`config.mk`:
```
export PLATFORM = sky130hd
export DESIGN_NAME = dcpu16_alu_seq_flat
export DESIGN_NICKNAME = d
export VERILOG_FILES = /design/src/rtl/dcpu16_pkg.sv /design/src/rtl/dcpu16_alu_seq_if.sv /design/src/rtl/dcpu16_div.sv /design/src/rtl/dcpu16_alu_seq.sv /design/src/flat_wrapper.sv
export SDC_FILE = /design/constraint.sdc
export NUM_CORES = 1
export LEC_CHECK = 0
export CAP_MARGIN = 20
export CORE_ASPECT_RATIO = 1.4
export CORE_MARGIN = 5
export CORE_UTILIZATION = 35
export CTS_CLUSTER_SIZE = 20
export DETAILED_ROUTE_END_ITERATION = 6
export GPL_TIMING_DRIVEN = 0
export PLACE_DENSITY = 0.55
export SYNTH_ARGS = -nofsm -noshare
export SYNTH_HDL_FRONTEND = slang
export SYNTH_SLANG_ARGS = --single-unit
```
`constraint.sdc`:
```
create_clock -name clk -period 19 [get_ports clk]
set_clock_uncertainty 0.1 [all_clocks]
set_input_delay 1.9 -clock clk [delete_from_list [all_inputs] [get_ports clk]]
set_output_delay 1.9 -clock clk [all_outputs]
set_load 0.01 [all_outputs]
```
`src/rtl/dcpu16_pkg.sv`:
```
// Shared definitions for the DCPU16 sequential execute unit: default data
// width, basic opcode encodings and the FSM state encoding.
package dcpu16_pkg;

  localparam int DCPU16_DW = 16;

  localparam logic [3:0] OP_NOP = 4'h0;
  localparam logic [3:0] OP_SET = 4'h1;
  localparam logic [3:0] OP_ADD = 4'h2;
  localparam logic [3:0] OP_SUB = 4'h3;
  localparam logic [3:0] OP_MUL = 4'h4;
  localparam logic [3:0] OP_DIV = 4'h5;
  localparam logic [3:0] OP_MOD = 4'h6;
  localparam logic [3:0] OP_SHL = 4'h7;
  localparam logic [3:0] OP_SHR = 4'h8;
  localparam logic [3:0] OP_AND = 4'h9;
  localparam logic [3:0] OP_BOR = 4'hA;
  localparam logic [3:0] OP_XOR = 4'hB;
  localparam logic [3:0] OP_IFE = 4'hC;
  localparam logic [3:0] OP_IFN = 4'hD;
  localparam logic [3:0] OP_IFG = 4'hE;
  localparam logic [3:0] OP_IFB = 4'hF;

  typedef enum logic [1:0] {
    ST_IDLE = 2'd0,
    ST_DIV  = 2'd1,
    ST_DONE = 2'd2
  } alu_state_t;

  function automatic logic is_div_op(input logic [3:0] opc);
    return (opc == OP_DIV) || (opc == OP_MOD);
  endfunction

endpackage

```
`src/rtl/dcpu16_alu_seq_if.sv`:
```
// Request/response bundle of the DCPU16 execute unit.
// Handshake: start is a one-cycle request, opc/src_a/src_b are sampled in
// the same cycle; it is accepted only when ena=1 and the unit is idle
// (busy=0), otherwise it is dropped. done pulses for one cycle when
// res/regO/cond_ok hold the result. dbg_state mirrors the FSM state.
interface dcpu16_alu_seq_if
  import dcpu16_pkg::*;
#(
  parameter int DW = DCPU16_DW
);
  logic          start;
  logic [3:0]    opc;
  logic [DW-1:0] src_a;
  logic [DW-1:0] src_b;
  logic          busy;
  logic          done;
  logic [DW-1:0] res;
  logic [DW-1:0] regO;
  logic          cond_ok;
  alu_state_t    dbg_state;

  modport master (
    output start, opc, src_a, src_b,
    input  busy, done, res, regO, cond_ok, dbg_state
  );

  modport slave (
    input  start, opc, src_a, src_b,
    output busy, done, res, regO, cond_ok, dbg_state
  );
endinterface

```
`src/rtl/dcpu16_div.sv`:
```
// Iterative restoring divider: one quotient bit per enabled cycle.
// go loads the 2*DW dividend and the divisor and clears the counter; every
// following enabled cycle shifts one dividend bit into the partial remainder.
// After DW steps rem_lo holds (dividend_hi % divisor); after 2*DW steps quot
// holds the full quotient. The unit keeps stepping until the next go; the
// caller samples the outputs at the step count it needs.
module dcpu16_div #(
  parameter int DW = 16,
  parameter int CW = 5
) (
  input  logic            clk,
  input  logic            rst,
  input  logic            ena,
  input  logic            go,
  input  logic [2*DW-1:0] dividend,
  input  logic [DW-1:0]   divisor,
  output logic [2*DW-1:0] quot,
  output logic [DW-1:0]   rem_lo,
  output logic [CW-1:0]   count
);

  logic [2*DW-1:0] q_q;
  logic [DW-1:0]   r_q;
  logic [DW-1:0]   d_q;
  logic [CW-1:0]   cnt_q;
  logic [DW:0]     trial;
  logic [DW:0]     diff;
  logic            fits;

  // Partial remainder shifted left by one with the next dividend bit.
  assign trial = {r_q, q_q[2*DW-1]};
  assign diff  = trial - {1'b0, d_q};
  assign fits  = (trial >= {1'b0, d_q});

  // Load on go, otherwise perform one restoring step.
  always_ff @(posedge clk) begin
    if (rst) begin
      q_q   <= '0;
      r_q   <= '0;
      d_q   <= '0;
      cnt_q <= '0;
    end else if (ena) begin
      if (go) begin
        q_q   <= dividend;
        r_q   <= '0;
        d_q   <= divisor;
        cnt_q <= '0;
      end else begin
        q_q   <= {q_q[2*DW-2:0], fits};
        r_q   <= fits ? diff[DW-1:0] : trial[DW-1:0];
        cnt_q <= cnt_q + 1'b1;
      end
    end
  end

  assign quot   = q_q;
  assign rem_lo = r_q;
  assign count  = cnt_q;

endmodule

```
`src/rtl/dcpu16_alu_seq.sv`:
```
// DCPU16 sequential execute unit: basic opcodes 0x1-0xF with a start/done
// handshake, overflow register O and IFx condition output.
// Build option DCPU16_ALU_DIV_EN: when defined, DIV/MOD with a nonzero
// divisor run on the iterative divider (DW+2 cycles for MOD, 2*DW+2 for
// DIV). When undefined, no divider is built, busy is tied low and DIV/MOD
// finish in one cycle with res=0.
module dcpu16_alu_seq
  import dcpu16_pkg::*;
#(
  parameter int DW = DCPU16_DW,
  parameter int CW = 5
) (
  input logic                clk,
  input logic                rst,
  input logic                ena,
  dcpu16_alu_seq_if.slave    bus
);

  alu_state_t    state;
  logic [DW-1:0] res_q;
  logic [DW-1:0] o_q;
  logic          cond_q;
  logic          done_q;

  logic [DW-1:0]   a;
  logic [DW-1:0]   b;
  logic [DW:0]     add_w;
  logic [2*DW-1:0] mul_w;
  logic [2*DW-1:0] shl_w;
  logic [2*DW-1:0] shr_w;
  logic            b_big;
  logic [DW-1:0]   sc_res;
  logic [DW-1:0]   sc_o;
  logic            sc_cond;

  assign a     = bus.src_a;
  assign b     = bus.src_b;
  assign add_w = {1'b0, a} + {1'b0, b};
  assign mul_w = {{DW{1'b0}}, a} * {{DW{1'b0}}, b};
  assign shl_w = {{DW{1'b0}}, a} << b;
  assign shr_w = {a, {DW{1'b0}}} >> b;
  assign b_big = (b >= DW'(2 * DW));

  // Single-cycle results; DIV/MOD here cover the divide-by-zero case
  // and the build without a divider.
  always_comb begin
    sc_res  = res_q;
    sc_o    = o_q;
    sc_cond = 1'b1;
    case (bus.opc)
      OP_NOP: sc_cond = cond_q;
      OP_SET: sc_res = b;
      OP_ADD: begin
        sc_res = add_w[DW-1:0];
        sc_o   = {{(DW-1){1'b0}}, add_w[DW]};
      end
      OP_SUB: begin
        sc_res = a - b;
        sc_o   = (a < b) ? '1 : '0;
      end
      OP_MUL: begin
        sc_res = mul_w[DW-1:0];
        sc_o   = mul_w[2*DW-1:DW];
      end
      OP_DIV: begin
        sc_res = '0;
        sc_o   = '0;
      end
      OP_MOD: sc_res = '0;
      OP_SHL: begin
        sc_res = b_big ? '0 : shl_w[DW-1:0];
        sc_o   = b_big ? '0 : shl_w[2*DW-1:DW];
      end
      OP_SHR: begin
        sc_res = b_big ? '0 : shr_w[2*DW-1:DW];
        sc_o   = b_big ? '0 : shr_w[DW-1:0];
      end
      OP_AND: sc_res = a & b;
      OP_BOR: sc_res = a | b;
      OP_XOR: sc_res = a ^ b;
      OP_IFE: sc_cond = (a == b);
      OP_IFN: sc_cond = (a != b);
      OP_IFG: sc_cond = (a > b);
      OP_IFB: sc_cond = ((a & b) != '0);
      default: sc_cond = 1'b1;
    endcase
  end

`ifdef DCPU16_ALU_DIV_EN
  logic            busy_q;
  logic [3:0]      op_q;
  logic            div_go;
  logic [2*DW-1:0] div_quot;
  logic [DW-1:0]   div_rem;
  logic [CW-1:0]   div_count;
  logic [CW-1:0]   div_last;

  assign div_go   = (state == ST_IDLE) && bus.start && is_div_op(bus.opc) && (b != '0);
  // Count value seen before the final step: MOD stops after DW steps,
  // DIV after 2*DW steps.
  assign div_last = (op_q == OP_DIV) ? CW'(2 * DW - 1) : CW'(DW - 1);

  dcpu16_div #(
    .DW (DW),
    .CW (CW)
  ) u_div (
    .clk      (clk),
    .rst      (rst),
    .ena      (ena),
    .go       (div_go),
    .dividend ({a, {DW{1'b0}}}),
    .divisor  (b),
    .quot     (div_quot),
    .rem_lo   (div_rem),
    .count    (div_count)
  );
`endif

  // Control FSM with registered outputs; ena low freezes everything.
  always_ff @(posedge clk) begin
    if (rst) begin
      state  <= ST_IDLE;
      res_q  <= '0;
      o_q    <= '0;
      cond_q <= 1'b1;
      done_q <= 1'b0;
`ifdef DCPU16_ALU_DIV_EN
      busy_q <= 1'b0;
      op_q   <= OP_NOP;
`endif
    end else if (ena) begin
      done_q <= 1'b0;
      case (state)
        ST_IDLE: begin
`ifdef DCPU16_ALU_DIV_EN
          if (div_go) begin
            state  <= ST_DIV;
            busy_q <= 1'b1;
            op_q   <= bus.opc;
          end else if (bus.start) begin
`else
          if (bus.start) begin
`endif
            res_q  <= sc_res;
            o_q    <= sc_o;
            cond_q <= sc_cond;
            done_q <= 1'b1;
          end
        end
`ifdef DCPU16_ALU_DIV_EN
        ST_DIV: begin
          if (div_count == div_last) state <= ST_DONE;
        end
        ST_DONE: begin
          if (op_q == OP_DIV) begin
            res_q <= div_quot[2*DW-1:DW];
            o_q   <= div_quot[DW-1:0];
          end else begin
            res_q <= div_rem;
          end
          cond_q <= 1'b1;
          done_q <= 1'b1;
          busy_q <= 1'b0;
          state  <= ST_IDLE;
        end
`endif
        default: state <= ST_IDLE;
      endcase
    end
  end

`ifdef DCPU16_ALU_DIV_EN
  assign bus.busy = busy_q;
`else
  assign bus.busy = 1'b0;
`endif
  assign bus.done      = done_q;
  assign bus.res       = res_q;
  assign bus.regO      = o_q;
  assign bus.cond_ok   = cond_q;
  assign bus.dbg_state = state;

endmodule

```
`src/flat_wrapper.sv`:
```
// flat-port wrapper written by rule: the top's interface ports become plain ports
module dcpu16_alu_seq_flat import dcpu16_pkg::*;
#(
  parameter int DW = DCPU16_DW,
  parameter int CW = 5
)
  (clk, rst, ena, bus_start, bus_opc, bus_src_a, bus_src_b, bus_busy, bus_done, bus_res, bus_regO, bus_cond_ok, bus_dbg_state);
  dcpu16_alu_seq_if #(.DW(DW)) bus_i ();
  input logic clk;
  input logic rst;
  input logic ena;
  input wire logic [$bits(bus_i.start)-1:0] bus_start;
  input wire logic [$bits(bus_i.opc)-1:0] bus_opc;
  input wire logic [$bits(bus_i.src_a)-1:0] bus_src_a;
  input wire logic [$bits(bus_i.src_b)-1:0] bus_src_b;
  output wire logic [$bits(bus_i.busy)-1:0] bus_busy;
  output wire logic [$bits(bus_i.done)-1:0] bus_done;
  output wire logic [$bits(bus_i.res)-1:0] bus_res;
  output wire logic [$bits(bus_i.regO)-1:0] bus_regO;
  output wire logic [$bits(bus_i.cond_ok)-1:0] bus_cond_ok;
  output wire logic [$bits(bus_i.dbg_state)-1:0] bus_dbg_state;
  assign bus_i.start = bus_start;
  assign bus_i.opc = bus_opc;
  assign bus_i.src_a = bus_src_a;
  assign bus_i.src_b = bus_src_b;
  assign bus_busy = bus_i.busy;
  assign bus_done = bus_i.done;
  assign bus_res = bus_i.res;
  assign bus_regO = bus_i.regO;
  assign bus_cond_ok = bus_i.cond_ok;
  assign bus_dbg_state = bus_i.dbg_state;
  dcpu16_alu_seq #(.DW(DW), .CW(CW)) u_core (.clk(clk), .rst(rst), .ena(ena), .bus(bus_i));
endmodule
```
==> run_results.csv <==
group,metric,value,unit
run_status,outcome,"completed",
synthesis,synth_top_area_share,0.271,
sta,timing.setup.tns,0,ns
synthesis,synth_common_cells,"inv_1 (276), nor2_1 (213), nand2_1 (212)",
critical_path,cp.buffers_inverters,9,
hold_path,min_from,"u_core.bus.res[4]$_SDFFE_PP0P_",
grt,grt_max_degree,12,
critical_path,start_kind,"input pin",
drt,ant_nets,0,
clock_tree,htreeDepth,2,
die,io_pins,77,
synthesis,syn_avg_cell_area,7.83,um^2
synthesis,synth_edf_count,0,
power_and_ir_drop,seq_power_share,0.029,
sta,rsz0062_at_grt,"no",
power_and_ir_drop,irDropWorstVdd,0.325,mV
hold_path,hold_path_class,"flip-flop to flip-flop",
synthesis,synth_ff_type,"dfxtp_1",
synthesis,yosysMostFrequentCell,"inv_1",
power_and_ir_drop,combPwrFrac,0.940,
critical_path,slowest_delay,0.62,ns
finish,area_delta_synth_final,10.9,%
grt,grt_overflow,0,
drt,wl,66900,um
sta,post-route-period-util,0.565,
finish,n_antenna_cell,0,
placed_design,gp_congestion,1.05,
clock_tree,ctsLongestPathBuffers,2,
grt,grt_pass1_wl,97400,um
clock_tree,cts_made_buffers,5,
synthesis,synth_cell_types,96,
clock_tree,cts_setup_buffers,0,
synthesis,ys.warnings.count,0,
synthesis,synth.area.top_cells,"fa_1 (27%), ha_1 (13%), inv_1 (7.2%)",
sta,fmax,93.2,MHz
die,rows,88,
critical_path,arrival,10.78,ns
clock_tree,root_buffer,"clkbuf_16",
critical_path,cp_common_cell,"fa_1",
critical_path,path_class,"input pin to flip-flop",
power_and_ir_drop,power_per_cell_area,169,mW/mm^2
synthesis,ys_seq_elements,34,
critical_path,cp-end-kind,"flip-flop",
power_and_ir_drop,p_int,0.955,mW
power_and_ir_drop,swShare,0.647,
synthesis,postSynth.asyncResetShare,0,
clock_tree,path_clk_slew,0.06,ns
clock_tree,cts_resized,0,
finish,drive_above_1_share,0.0528,
clock_tree,clkLatencyLatePin,0.28,ns
critical_path,r2r_slack,17.66,ns
grt,grt_pass1_vias,14800,
synthesis,synth_top_area_cell,"fa_1",
sta,hold_violations,0,
drt,initialDrtViolationCount,1494,
die,die_height,251,um
drt,vias,14700,
synthesis,synth-seq-area-share,0.0471,
sta,whs,0.353,ns
finish,final_net_count,2319,
power_and_ir_drop,clockPowerShare,0.031,
grt,grtUsageTotal,0.286,
clock_tree,cts_tree,"done",
critical_path,cp_max_fo,10,
synthesis,netlist_area,0.0145,mm^2
sta,maxSlewViolCount,0,
hold_path,holdPathEnd,"u_core.bus.res[4]$_SDFFE_PP0P_",
sta,finalSetupViolCount,0,
power_and_ir_drop,leakage,7.22,nW
grt,antenna_found_initial,0,
die,start_util,0.352,
die,die_width,182,um
sta,worst_pin_slew,1.04,ns
sta,min_period,10.74,ns
die,fp.coreArea,0.0411,mm^2
placed_design,numPortBuffers,73,
drt,route.detailed.drc,0,
drt,viasPerCell,5.93,
critical_path,r2r_cells,4,
finish,post-route-util,0.390,
drt,first_pass_iters,6,
sta,slew_headroom,0.307,
placed_design,dp_hpwl,56300,um
critical_path,required,19.04,ns
flow_run,maxCapViolations,0,
hold_path,whs_path_depth,2,
drt,wl_per_cell,27.1,um
synthesis,syn_inst,1848,
critical_path,crit_slowest_cell,"clkdlybuf4s50_1",
power_and_ir_drop,p_sw,1.75,mW
die,dieArea,0.0455,mm^2
critical_path,cp_top_family,"adder cells",
critical_path,worstReg2RegStart,"u_core.bus.regO[2]$_SDFFE_PP0P_",
critical_path,regToRegEndpoint,"u_core.bus.regO[2]$_SDFFE_PP0P_",
clock_tree,cts.hold.buffers_added,0,
clock_tree,clock-sinks,34,
-- worst reg2reg max path, stage by stage, from the launching register on --
cell and delay [ns]:
dfxtp_1 0.35, a222oi_1 0.32, o21ai_0 0.18, a21oi_1 0.19, a21oi_1 0.09
-- cells by family after synthesis --
group,Yosys count,share of synthesized area
AOI/OAI and AO/OA,398,0.185
xor gates and xnor gates,25,0.0151
adders and majority gates,348,0.403
buffers and inverters,397,0.110
DFF,34,0.0471
muxes,55,0.0568
other,1,0.000259
and+or+nand+nor,590,0.183
-- registers in the layout, indices dropped and copies added (netlist names) --
register / count
u_core.bus.cond_ok: 1
u_core.bus.done: 1
u_core.bus.res: 16
u_core.bus.regO: 16
-- layout make-up --
| cell class | instances | area [um^2] |
|---|---|---|
| Buffer | 108 | 507 |
| Clock buffer | 6 | 139 |
| Clock inverter | 2 | 12.5 |
| Fill cell | 4367 | 25000 |
| Inverter | 289 | 1080 |
| Multi-Input combinational cell | 1419 | 12200 |
| Sequential cell | 34 | 681 |
| Tap cell | 540 | 676 |
| Timing Repair Buffer | 74 | 736 |
-- layer usage --
layer / vias up / track usage / wire [um]
met5: - / 0 / 0
met4: 0 / 0.212 / 6690
met3: 240 / 0.0398 / 4200
met2: 721 / 0.484 / 32100
met1: 7336 / 0.324 / 23900
li1: 6357 / - / -
-- through the flow --
step	std cells	worst slack (ns)	cell area, um^2	power [mW]
global placement	2463	7.98	15900	2.62
CTS	2472	8.29	16000	2.74
detailed placement	2464	8.00	15900	2.64
global route	2472	7.94	16000	2.92
floorplan	1850	10.41	14500	1.60
finish	2472	8.27	16000	2.71
-- worst max path at each step --
stage / start / to / slack, ns / depth (start not counted)
CTS: bus_src_b[3] / u_core.bus.regO[11]$_SDFFE_PP0P_ / 8.29 / 25
global route: bus_src_b[3] / u_core.bus.regO[11]$_SDFFE_PP0P_ / 7.94 / 25
global placement: bus_src_b[3] / u_core.bus.regO[11]$_SDFFE_PP0P_ / 7.98 / 25
finish: bus_src_b[3] / u_core.bus.regO[11]$_SDFFE_PP0P_ / 8.27 / 25
floorplan: bus_src_b[3] / u_core.bus.regO[12]$_SDFFE_PP0P_ / 10.41 / 25
detailed placement: bus_src_b[3] / u_core.bus.regO[11]$_SDFFE_PP0P_ / 8.00 / 25
-- power by group through the flow --
stage | clock network [mW] | logic (mW) | registers, mW
after global routing | 0.0888 | 2.75 | 0.0780
after detailed placement | 0 | 2.56 | 0.0792
after CTS | 0.0852 | 2.58 | 0.0777
after global placement | 0 | 2.54 | 0.0792
after floorplan | 0 | 1.52 | 0.0802
final | 0.0848 | 2.55 | 0.0777
-- cells in the final DEF, fill, tap and decap left out, drive strengths merged, types with 9 or more instances in the layout --
cell / instances
mux4: 19
inv: 280
a31oi: 15
clkbuf: 72
o221ai: 11
a22oi: 10
nor3: 39
nor2b: 10
ha: 152
buf: 43
nand2b: 20
xnor2: 17
a21oi: 104
mux2: 9
fa: 196
nand2: 215
a221o: 10
a211oi: 16
nand3: 33
clkinv: 10
dfxtp: 34
o211ai: 21
o22ai: 20
a221oi: 10
o21ai: 89
mux2i: 27
nor4: 9
or3: 10
a21o: 16
clkdlybuf4s50: 73
nor2: 216
Note: power is estimated with default switching activity, not from simulation.
==> variant 1, RTL diff (same flow settings) <==
`DCPU16_DW`: 16 -> 18.
--- a/src/rtl/dcpu16_pkg.sv
+++ b/src/rtl/dcpu16_pkg.sv
@@ -4,3 +4,3 @@
 
-  localparam int DCPU16_DW = 16;
+  localparam int DCPU16_DW = 18;
 
Interface: changed (resized bus_regO, bus_res, bus_src_a and bus_src_b); port bits go from 77 to 85. The function was not compared with the original's and may differ.
==> variant 1 against the original RTL <==
The flow now finishes with violations (DRC). Final cell count is 22% higher. Critical path type unchanged. Cell area is 22% higher. Largest power group unchanged. Area after synthesis increased by 22%. Critical path depth increased by 1. Sequential share of layout area decreased by 0.34 points. Wire length is 46% higher. Power up 32%. Synthesized cell count grew 23%. Count of clock-buffer cells in the layout unchanged. Combinational power grew 33%. Critical endpoint is now u_core.bus.regO[8]$_SDFFE_PP0P_. Worst setup slack got worse by 1.5 ns. Sequential cell count increased by 4. Die area rose by 21%. Register-to-register slack lost 0.45 ns.
==> variant 1: results (changes against the original RTL) <==
<table>
<tr><th>Metric</th><th>Value</th></tr>
<tr><th colspan="2">Run status</th></tr>
<tr><td>Result of the run</td><td>complete, but fails checks</td></tr>
<tr><td>Violations in the final reports</td><td>DRC</td></tr>
<tr><th colspan="2">Clocking</th></tr>
<tr><td>Worst-skew pair later-pin latency</td><td>0.30 ns (+0.02 ns)</td></tr>
<tr><th colspan="2">Global route</th></tr>
<tr><td>Number of global-route vias before repair</td><td>19040 (+29%)</td></tr>
<tr><td>GR Util met3</td><td>0.05556 (+0.01575)</td></tr>
<tr><th colspan="2">Cells and area</th></tr>
<tr><td>Number of buffers outside the clock class in the layout</td><td>245 (+35%)</td></tr>
<tr><td>Fraction of layout instances using a drive strength above 1</td><td>0.04501 (-0.007780)</td></tr>
<tr><td>Flip-flop and latch count</td><td>38 (+12%)</td></tr>
<tr><td>Multi-In Gates</td><td>1708 (+20%)</td></tr>
<tr><td>Inverter count</td><td>378 (+31%)</td></tr>
<tr><td>Final nets</td><td>2842 (+23%)</td></tr>
<tr><th colspan="2">Logic synthesis</th></tr>
<tr><td>Share of synthesized area occupied by flip-flops and latches</td><td>0.04322 (-0.003841)</td></tr>
<tr><td>Number of unique standard cell types used by synthesis</td><td>87 (-9.4%)</td></tr>
<tr><th colspan="2">Placement</th></tr>
<tr><td>Pre-CTS worst setup slack</td><td>6.647 ns (-1.356 ns)</td></tr>
<tr><td>Last weighted congestion value of the routability-driven placer</td><td>1.036 (-1.5%)</td></tr>
<tr><th colspan="2">Routing</th></tr>
<tr><td>DRC Markers</td><td>6 (+6)</td></tr>
<tr><td>Drt pass-1 iters</td><td>7 (+1)</td></tr>
<tr><td>Iteration-0 DRC count of the detailed router</td><td>2025 (+36%)</td></tr>
<tr><td>Sum of routed wire segments on met1</td><td>34.91 mm (+46%)</td></tr>
<tr><td>Total met3 wirelength after detailed routing</td><td>7.492 mm (+78%)</td></tr>
<tr><th colspan="2">Timing</th></tr>
<tr><td>Hold_ws</td><td>0.3520 ns (-0.001485 ns)</td></tr>
<tr><td>Fin crit period</td><td>12.26 ns (+1.520 ns)</td></tr>
<tr><th colspan="2">Power</th></tr>
<tr><td>Static leakage</td><td>8.826 nW (+22%)</td></tr>
<tr><th colspan="2">Critical path</th></tr>
<tr><td>Master of the slowest instance on the critical path</td><td>sky130_fd_sc_hd__clkbuf_1</td></tr>
<tr><td>Critical Path End</td><td>u_core.bus.regO[8]$_SDFFE_PP0P_</td></tr>
<tr><th colspan="2">Worst hold path</th></tr>
<tr><td>Hold-critical path endpoint</td><td>u_core.bus.res[1]$_SDFFE_PP0P_</td></tr>
</table>
==> variant 1: cell types whose count changed in the layout (fill, tap and decap cells not counted), moves of 11 or more <==
cell / before / now
sky130_fd_sc_hd__inv_1: 276 / 370
sky130_fd_sc_hd__ha_1: 152 / 164
sky130_fd_sc_hd__nand2_1: 212 / 307
sky130_fd_sc_hd__clkbuf_1: 66 / 125
sky130_fd_sc_hd__a221oi_1: 10 / 21
sky130_fd_sc_hd__nor2_1: 213 / 237
sky130_fd_sc_hd__fa_1: 196 / 258
sky130_fd_sc_hd__a21oi_1: 103 / 135
sky130_fd_sc_hd__o21ai_1: 11 / 0
sky130_fd_sc_hd__mux4_2: 14 / 29
==> variant 1: power groups by stage <==
| stage | Sequential [W] | Clock, W | Combinational (W) |
|---|---|---|---|
| CTS | 0.0000857 | 0.0000926 | 0.00333 |
| finish | 0.0000857 | 0.0000936 | 0.00340 |
| global placement | 0.0000875 | 0 | 0.00328 |
| global route | 0.0000862 | 0.0000944 | 0.00373 |
| floorplan | 0.0000888 | 0 | 0.00213 |
| detailed placement | 0.0000875 | 0 | 0.00330 |
==> variant 1: logic make-up after synthesis <==
| logic type | share of synthesized area |
|---|---|
| simple gates | 0.1825 |
| flops | 0.04322 |
| xor+xnor | 0.01194 |
| mux | 0.06178 |
| fa+ha+maj | 0.4100 |
| other cells | 0.0002131 |
| buf+inv | 0.1169 |
| compound gates | 0.1735 |
==> variant 1: metrics by stage <==
stage	instances	area, um^2	total power [W]
2_1_floorplan	2279	17610	0.002221
3_3_place_gp	3000	19190	0.003363
3_5_place_dp	3010	19330	0.003390
4_1_cts	3018	19480	0.003509
5_1_grt	3020	19500	0.003910
6_report	3020	19500	0.003578
==> variant 2, RTL diff (same flow settings) <==
Made on the original files. Remove the case item `OP_SUB` of the case on `bus.opc`.
--- a/src/rtl/dcpu16_alu_seq.sv
+++ b/src/rtl/dcpu16_alu_seq.sv
@@ -55,6 +55,2 @@
         sc_o   = {{(DW-1){1'b0}}, add_w[DW]};
-      end
-      OP_SUB: begin
-        sc_res = a - b;
-        sc_o   = (a < b) ? '1 : '0;
       end
Behaviour: not the same (a bounded check fails within 4 cycles, from zero or initial values and one cycle with rst high).
==> variant 2 against the original RTL <==
Final cell count fell by 3.0%. Power fell by 6.2%. Area after synthesis shrank 4.0%. Cell area shrank 3.8%. Non-clock buffer count is 1 higher. Combinational power is 7% lower. Sequential cell count unchanged. Wire length down 7.0%. Worst setup slack worse by 0.25 ns. Register-to-register slack gained 0.27 ns. Via count down 6.1%. Worst hold slack got worse by 0.0021 ns. Critical path type unchanged. Largest cell class unchanged.
==> variant 2: results (changes against the original RTL) <==
<table>
<tr><th>Metric</th><th>Value</th></tr>
<tr><th colspan="2">Run status</th></tr>
<tr><td>Result of the run</td><td>complete, no violations</td></tr>
<tr><th colspan="2">Critical path</th></tr>
<tr><td>Master of the slowest instance on the critical path</td><td>sky130_fd_sc_hd__buf_1</td></tr>
<tr><td>Longest individual stage delay on the worst path</td><td>0.81 ns (+0.19 ns)</td></tr>
<tr><th colspan="2">Placement</th></tr>
<tr><td>Last weighted congestion value of the routability-driven placer</td><td>0.9787 (-6.9%)</td></tr>
<tr><td>Post-detail-place hpwl</td><td>51.74 mm (-8.1%)</td></tr>
<tr><th colspan="2">Cells and area</th></tr>
<tr><td>Fill cells</td><td>4199 (-3.8%)</td></tr>
<tr><th colspan="2">Logic synthesis</th></tr>
<tr><td>Synth Area in XOR/XNOR</td><td>0.02083 (+0.005686)</td></tr>
<tr><td>Top cells by area, synth</td><td>sky130_fd_sc_hd__fa_1, sky130_fd_sc_hd__ha_1, sky130_fd_sc_hd__inv_1, sky130_fd_sc_hd__nand2_1, sky130_fd_sc_hd__nor2_1</td></tr>
<tr><td>Post-synthesis adder-cell area fraction</td><td>0.4183 (+0.01552)</td></tr>
<tr><td>Most frequent cells after synthesis</td><td>sky130_fd_sc_hd__inv_1, sky130_fd_sc_hd__nand2_1, sky130_fd_sc_hd__nor2_1, sky130_fd_sc_hd__fa_1, sky130_fd_sc_hd__ha_1</td></tr>
<tr><td>Share of synthesized area occupied by flip-flops and latches</td><td>0.04904 (+0.001981)</td></tr>
<tr><td>Synthesized-area fraction occupied by ao, oa, aoi and oai cells</td><td>0.1712 (-0.01393)</td></tr>
<tr><th colspan="2">Routing</th></tr>
<tr><td>Iteration-0 DRC count of the detailed router</td><td>1284 (-14%)</td></tr>
<tr><td>Drt pass-1 iters</td><td>5 (-1)</td></tr>
<tr><td>Routed met2 length</td><td>30.08 mm (-6.4%)</td></tr>
<tr><th colspan="2">Timing</th></tr>
<tr><td>Slew headroom</td><td>0.2109 (-0.09601)</td></tr>
<tr><th colspan="2">Power</th></tr>
<tr><td>Switch Pwr</td><td>0.001569 W (-11%)</td></tr>
<tr><td>Static leakage</td><td>6.988 nW (-3.2%)</td></tr>
<tr><td>Peak supply drop</td><td>0.0002728 V (-16%)</td></tr>
<tr><td>Clock power share</td><td>0.035 (+0.004)</td></tr>
<tr><th colspan="2">Clocking</th></tr>
<tr><td>Worst-skew pair later-pin latency</td><td>0.30 ns (+0.02 ns)</td></tr>
<tr><th colspan="2">Global route</th></tr>
<tr><td>GRT Resource Usage Total</td><td>0.2856 (about the same)</td></tr>
<tr><td>Number of global-route vias before repair</td><td>14260 (-3.6%)</td></tr>
<tr><td>Met1 layer usage reported by global route</td><td>0.3348 (+0.01058)</td></tr>
<tr><td>First-pass GRT wire length</td><td>92.60 mm (-4.9%)</td></tr>
<tr><td>GR Util met3</td><td>0.03353 (-0.006274)</td></tr>
</table>
variant 2: cell count changes after synthesis, moves of 7 or more:
| cell | delta |
|---|---|
| sky130_fd_sc_hd__a221o_1 | -9 |
| sky130_fd_sc_hd__buf_2 | -11 |
| sky130_fd_sc_hd__clkbuf_1 | +18 |
| sky130_fd_sc_hd__nand2_1 | +9 |
| sky130_fd_sc_hd__nand2b_1 | -9 |
| sky130_fd_sc_hd__nand3_1 | -11 |
| sky130_fd_sc_hd__nor2_1 | -16 |
| sky130_fd_sc_hd__nor3_1 | -12 |
| sky130_fd_sc_hd__o211ai_1 | -7 |
| sky130_fd_sc_hd__o21ai_0 | +8 |
| sky130_fd_sc_hd__o21ai_1 | -10 |
variant 2: power groups by stage:
| stage | sequential [W] | clock (W) | combinational, W |
|---|---|---|---|
| after global placement | 0.0000776 | 0 | 0.00240 |
| after detailed placement | 0.0000777 | 0 | 0.00240 |
| after floorplan | 0.0000789 | 0 | 0.00151 |
| after CTS | 0.0000761 | 0.0000901 | 0.00242 |
| final | 0.0000761 | 0.0000891 | 0.00238 |
| after global routing | 0.0000765 | 0.0000918 | 0.00264 |
variant 2: layout make-up:
class / instances / area (um^2) / area share
flip-flops and latches: 34 / 680.7 / 0.04411
inverters: 281 / 1055 / 0.06836
well taps: 528 / 660.6 / 0.04282
clock buffers: 7 / 142.6 / 0.009244
multi-input cells: 1363 / 11720 / 0.7595
plain buffers: 110 / 439.2 / 0.02846
clock inverters: 1 / 5.005 / 0.0003244
repair buffers: 73 / 728.2 / 0.04719
variant 2: metrics by stage:
step,hold WS [ns],utilization,setup WS (ns),area [um^2],cells
3_3_place_gp,0.3433,0.3887,7.752,15270,2388
6_report,0.3513,0.3929,8.010,15430,2397
4_1_cts,0.3515,0.3929,8.135,15430,2397
2_1_floorplan,0.3762,-,10.69,13890,1788
3_5_place_dp,0.3452,0.3891,7.855,15280,2389
5_1_grt,0.3706,0.3929,7.829,15430,2397
variant 2: cells by family (layout without fill, tap and decap cells):
logic type,count (synthesis),after routing
AO/OA/AOI/OAI,373,373
flip-flops,34,34
adder cells (fa/ha/maj),347,347
AND/OR/NAND/NOR,542,542
buffers and inverters,391,472
XOR/XNOR,33,33
other,1,3
multiplexers,65,65
variant 2: path summary, 6_finish.rpt:
kind,start,endpoint,slack [ns],cells past startpoint
hold / removal,u_core.bus.res[4]$_SDFFE_PP0P_,u_core.bus.res[4]$_SDFFE_PP0P_,0.35,2
setup reg to reg,u_core.bus.regO[13]$_SDFFE_PP0P_,u_core.bus.regO[13]$_SDFFE_PP0P_,17.93,4
setup / recovery,bus_src_b[2],u_core.bus.regO[13]$_SDFFE_PP0P_,8.01,24
hold reg to reg,u_core.bus.res[4]$_SDFFE_PP0P_,u_core.bus.res[4]$_SDFFE_PP0P_,0.35,2
